### src/rtl/multicycle_control.sv
// Multicycle CPU control unit: FETCH/DECODE/EXEC/MEM/WB sequencer with a
// memory-wait timeout and a retired-instruction counter.
module multicycle_control #(
  parameter int OPW         = 4,
  parameter int MEM_TIMEOUT = 15,
  parameter int CNTW        = 16
) (
  input  logic            clk,
  input  logic            rst,
  input  logic [OPW-1:0]  opcode,
  input  logic            zero,
  input  logic            mem_ready,
  output logic            ir_load,
  output logic            pc_inc,
  output logic            reg_write,
  output logic            mem_read,
  output logic            mem_write,
  output logic            mem_to_reg,
  output logic            alu_src,
  output logic            branch,
  output logic            ldpc,
  output logic [1:0]      alu_op,
  output logic            mem_err,
  output logic [2:0]      state,
  output logic [CNTW-1:0] retired
);

  typedef enum logic [2:0] {
    S_FETCH  = 3'd0,
    S_DECODE = 3'd1,
    S_EXEC   = 3'd2,
    S_MEM    = 3'd3,
    S_WB     = 3'd4
  } state_e;

  localparam logic [7:0] TMO = 8'(MEM_TIMEOUT);

  localparam logic [OPW-1:0] OP_ADD = OPW'(0);
  localparam logic [OPW-1:0] OP_SUB = OPW'(1);
  localparam logic [OPW-1:0] OP_LDI = OPW'(2);
  localparam logic [OPW-1:0] OP_XOR = OPW'(3);
  localparam logic [OPW-1:0] OP_STR = OPW'(4);
  localparam logic [OPW-1:0] OP_JMP = OPW'(5);
  localparam logic [OPW-1:0] OP_LDR = OPW'(6);
  localparam logic [OPW-1:0] OP_BEQ = OPW'(7);

  state_e          state_q, state_d;
  logic [OPW-1:0]  op_q, op_d;
  logic [7:0]      wait_q, wait_d;
  logic [CNTW-1:0] retired_q, retired_d;

  logic [1:0] tbl_alu_op;
  logic       tbl_alu_src;
  logic       is_str, is_ldr;

  always_ff @(posedge clk or posedge rst) begin
    if (rst) begin
      state_q   <= S_FETCH;
      op_q      <= '0;
      wait_q    <= '0;
      retired_q <= '0;
    end else begin
      state_q   <= state_d;
      op_q      <= op_d;
      wait_q    <= wait_d;
      retired_q <= retired_d;
    end
  end

  // ALU control per registered opcode; anything unlisted behaves as NOP
  always_comb begin
    tbl_alu_op  = 2'b00;
    tbl_alu_src = 1'b0;
    case (op_q)
      OP_SUB:          tbl_alu_op = 2'b11;
      OP_LDI, OP_JMP: begin tbl_alu_op = 2'b10; tbl_alu_src = 1'b1; end
      OP_XOR:          tbl_alu_op = 2'b01;
      OP_STR, OP_LDR:  tbl_alu_src = 1'b1;
      OP_BEQ:          tbl_alu_op = 2'b11;
      default: ;
    endcase
  end

  assign is_str = (op_q == OP_STR);
  assign is_ldr = (op_q == OP_LDR);

  always_comb begin
    state_d    = state_q;
    op_d       = op_q;
    wait_d     = wait_q;
    retired_d  = retired_q;
    ir_load    = 1'b0;
    pc_inc     = 1'b0;
    reg_write  = 1'b0;
    mem_read   = 1'b0;
    mem_write  = 1'b0;
    mem_to_reg = 1'b0;
    alu_src    = 1'b0;
    branch     = 1'b0;
    ldpc       = 1'b0;
    alu_op     = 2'b00;
    mem_err    = 1'b0;

    case (state_q)
      S_FETCH: begin
        ir_load = 1'b1;
        pc_inc  = 1'b1;
        state_d = S_DECODE;
      end
      S_DECODE: begin
        op_d    = opcode;
        state_d = S_EXEC;
      end
      S_EXEC: begin
        alu_op  = tbl_alu_op;
        alu_src = tbl_alu_src;
        case (op_q)
          OP_ADD, OP_SUB, OP_LDI, OP_XOR: state_d = S_WB;
          OP_STR, OP_LDR: begin
            state_d = S_MEM;
            wait_d  = '0;
          end
          OP_JMP: begin
            ldpc      = 1'b1;
            state_d   = S_FETCH;
            retired_d = retired_q + CNTW'(1);
          end
          OP_BEQ: begin
            branch    = 1'b1;
            ldpc      = zero;
            state_d   = S_FETCH;
            retired_d = retired_q + CNTW'(1);
          end
          default: begin
            state_d   = S_FETCH;
            retired_d = retired_q + CNTW'(1);
          end
        endcase
      end
      S_MEM: begin
        alu_op    = tbl_alu_op;
        alu_src   = tbl_alu_src;
        mem_write = is_str;
        mem_read  = is_ldr;
        // completion wins over timeout when both land in the same cycle
        if (mem_ready) begin
          if (is_ldr) begin
            state_d = S_WB;
          end else begin
            state_d   = S_FETCH;
            retired_d = retired_q + CNTW'(1);
          end
        end else if (wait_q == TMO) begin
          mem_err = 1'b1;
          state_d = S_FETCH;
        end else begin
          wait_d = wait_q + 8'd1;
        end
      end
      S_WB: begin
        alu_op     = tbl_alu_op;
        alu_src    = tbl_alu_src;
        reg_write  = 1'b1;
        mem_to_reg = is_ldr;
        state_d    = S_FETCH;
        retired_d  = retired_q + CNTW'(1);
      end
      default: state_d = S_FETCH;
    endcase

    // FETCH decodes from the reset state, so controls are masked while rst is held
    if (rst) begin
      ir_load    = 1'b0;
      pc_inc     = 1'b0;
      reg_write  = 1'b0;
      mem_read   = 1'b0;
      mem_write  = 1'b0;
      mem_to_reg = 1'b0;
      alu_src    = 1'b0;
      branch     = 1'b0;
      ldpc       = 1'b0;
      alu_op     = 2'b00;
      mem_err    = 1'b0;
    end
  end

  assign state   = state_q;
  assign retired = retired_q;

endmodule

### config.mk
export PLATFORM = sky130hd
export DESIGN_NAME = multicycle_control
export DESIGN_NICKNAME = d
export VERILOG_FILES = /design/src/rtl/multicycle_control.sv
export SDC_FILE = /design/constraint.sdc
export NUM_CORES = 1
export LEC_CHECK = 0
export ABC_AREA = 1
export CORE_MARGIN = 10
export CORE_UTILIZATION = 40
export DETAILED_ROUTE_END_ITERATION = 10
export GPL_ROUTABILITY_DRIVEN = 0
export HOLD_SLACK_MARGIN = 0.02
export SLEW_MARGIN = 30
export SYNTH_ARGS = -nofsm -noshare
export SYNTH_HDL_FRONTEND = slang
export SYNTH_SLANG_ARGS = --single-unit
### constraint.sdc
create_clock -name clk -period 2.7 [get_ports clk]
set_input_delay 0.27 -clock clk [delete_from_list [all_inputs] [get_ports clk]]
set_output_delay 0.27 -clock clk [all_outputs]
set_load 0.03 [all_outputs]
==> impl_metrics.yaml, run 1 <==
worst_setup_path:
  critPathMaxFanout: 8
  crit_arrival_ps: 2070
  cp-start-kind: "flop"
  r2r_cells: 8
  r2r-start: "retired[0]"
  worst_setup_path_end_kind: "output pin"
  reg2reg_to: "retired[10]"
  critical_path_class: "reg2out"
  critPathRequiredTime_ps: 2430
  rrSetupSlack_ps: 1030
synth:
  async_flop_share_pct: 100
  yosysTopAreaCell: "dfrtp_1"
  ys.flop_type: "dfrtp_1"
  ys_seq_area_share_pct: 39.4
  synth.distinct_cells: 28
  syn_avg_cell_area_um2: 7.01
  synth-seq-cells: 31
  syn-num-nets: 291
  synth_area_leaders: "dfrtp_1, nand2_1, nor2_1, nand3_1, inv_1"
  synth_edf_count: 0
  yosysTopAreaCellShare_pct: 39.4
  syn_inst: 281
  yosysWarnings: 0
  synth.cell_area_um2: 1970
floorplanning:
  initial_utilization_pct: 41.4
  die_x_um: 90.2
  ios: 39
  rows: 25
  dieArea_um2: 8130
  core_um2: 4750
  die_h_um: 90.2
clocking:
  cts.path.max_buffers: 2
  cts_setup_buffers: 0
  cts_tree: "done"
  clkSinkCount: 31
  postCtsHoldBufs: 0
  cts_resized: 0
  cts_made_buffers: 5
  htreeDepth: 2
  clock_latency_ps: 280
  clk_root_buffer_cell: "clkbuf_8"
  clk_pin_slew_ps: 70
sta:
  fin_setup_tns_ps: 0
  slew_violations: 0
  rsz0062_at_grt: "no"
  max_slew.worst_pin.slew_ps: 458
  hold_violations: 0
  clock_skew_ps: 9.18
  setup_viol: 0
  finalCritPeriodShare_pct: 86.8
  finalCriticalPeriod_ps: 2340
  slew_headroom_pct: 69.4
  max_freq_ghz: 0.427
  setup_ws_ps: 356
global_route:
  grt_overflow_total: 0
  antenna_found_initial: 0
  grt_pass1_vias: 1868
  grt_max_degree: 18
  grt_usage_pct: 12.8
  grt_first_pass_wirelength_um: 9010
detailed_routing:
  detail-route-antenna-nets: 0
  drt_iter0_drc: 79
  drcViolationCount: 0
  routed_wl_um: 5220
  wl_per_cell_um: 13.3
  dr.pass1.iters: 4
  via_per_inst: 4.92
  num_vias: 1927
layout:
  drive_gt1_share_pct: 9.54
  syn2layout_area_growth_pct: 27.1
  stdcell_count: 392
  num_antenna_cells: 0
  final_nets: 334
  fill_cells: 494
flow_run:
  drv_cap: 0
placement:
  dp.cells: 384
  numPortBuffers: 38
  post-dp-hpwl_um: 3800
  place_ws_ps: 531
power_and_ir_drop:
  cellPowerDensity_nw_per_um2: 785
  ir_drop_v: 0.000527
  total_power_mw: 1.96
  p_leak_nw: 1.16
outcome:
  status: "finished clean"
worst_hold_path:
  hp-class: "in2async"
-- registers in the layout, indices dropped and copies added, names as in the netlist --
| name | count |
|---|---|
| op_q | 4 |
| retired | 16 |
| state | 3 |
| wait_q | 8 |
-- metal layers --
metal / vias up / part of all wire (%) / wire length, µm / GRT usage (%)
met5: - / 0 / 0 / 0
met4: 0 / 0.69 / 36 / 3.32
met3: 4 / 5.0 / 261 / 3.33
met2: 46 / 44 / 2300 / 19.6
met1: 886 / 50 / 2620 / 17.4
li1: 991 / - / - / -
-- cell usage after synthesis (2+ instances only) --
cell type / number
a21oi_1: 5
buf_4: 2
nand4_1: 6
xnor2_1: 3
inv_2: 4
inv_1: 19
nand2_4: 2
nor2_1: 43
nand2_2: 5
ha_1: 2
o21ai_1: 10
nor3_1: 2
o21ai_0: 11
nor4_1: 2
dfrtp_1: 31
xor2_1: 7
nand2_1: 92
nand3_1: 25
-- kinds of logic after synthesis --
family | after synthesis | share of synthesized area [%]
mux | 1 | 0.572
buf+inv | 27 | 5.97
simple gates | 182 | 41.0
compound gates | 28 | 7.37
flops | 31 | 39.4
fa+ha+maj | 2 | 1.27
xor+xnor | 10 | 4.45
-- where the power goes --
group | internal [mW] | switching (mW)
logic | 0.286 | 0.591
registers | 0.556 | 0.122
clock network | 0.233 | 0.178
-- critical path: stages (launching register included) --
cell and delay [ps]:
dfrtp_1 460, inv_2 110, nand3_4 120, inv_2 150, nand2_2 80, nor3_1 170
clkdlybuf4s50_1 700
-- metrics by stage --
stage	area, µm²	util [%]	hold slack, ps
after detailed placement	2400	50.5	535
after floorplan	1970	-	399
after global routing	2500	52.6	540
after global placement	2400	50.5	528
final	2500	52.6	479
after CTS	2500	52.6	476
-- placed cells by master, fill, tap and decap left out, types with 4 or more instances in the layout --
cell type        netlist  final
nand2_1               92     92
nor2_1                43     43
clkdlybuf4s50_1        0     32
dfrtp_1               31     31
nand3_1               25     25
inv_1                 19     19
o21ai_0               11     11
o21ai_1               10     10
buf_4                  2      8
xor2_1                 7      7
clkbuf_8               0      7
nand4_1                6      6
a21oi_1                5      5
nand2_2                5      5
inv_2                  4      4
-- worst max path at each step --
| stage | start | endpoint | slack [ps] | cells past startpoint |
|---|---|---|---|---|
| 2_1_floorplan | rst | ldpc | 380 | 3 |
| 3_3_place_gp | rst | mem_to_reg | 590 | 3 |
| 3_5_place_dp | rst | mem_to_reg | 530 | 3 |
| 4_1_cts | state[2] | mem_err | 320 | 6 |
| 5_1_grt | wait_q[0] | mem_err | 190 | 6 |
| 6_report | state[2] | mem_err | 360 | 6 |
-- final cells by class --
cell class                      count  area (µm²)  area share (%)
Multi-Input combinational cell    223        1080            43.0
Timing Repair Buffer               40         380            15.2
Clock buffer                        8         100            4.00
Tap cell                           67        83.8            3.35
Sequential cell                    31         776            31.0
Inverter                           23        86.3            3.45
No activity file was read; power rests on OpenSTA's default activity.
==> run 2, diff against run 1 <==
--- a/config.mk
+++ b/config.mk
@@ -8,6 +8,7 @@
 export ABC_AREA = 1
 export CORE_MARGIN = 10
 export CORE_UTILIZATION = 40
+export CTS_CLUSTER_DIAMETER = 200
 export DETAILED_ROUTE_END_ITERATION = 10
 export GPL_ROUTABILITY_DRIVEN = 0
 export HOLD_SLACK_MARGIN = 0.02
==> results of run 2 <==
Final layout, timing and power as in run 1 (identical DEF).
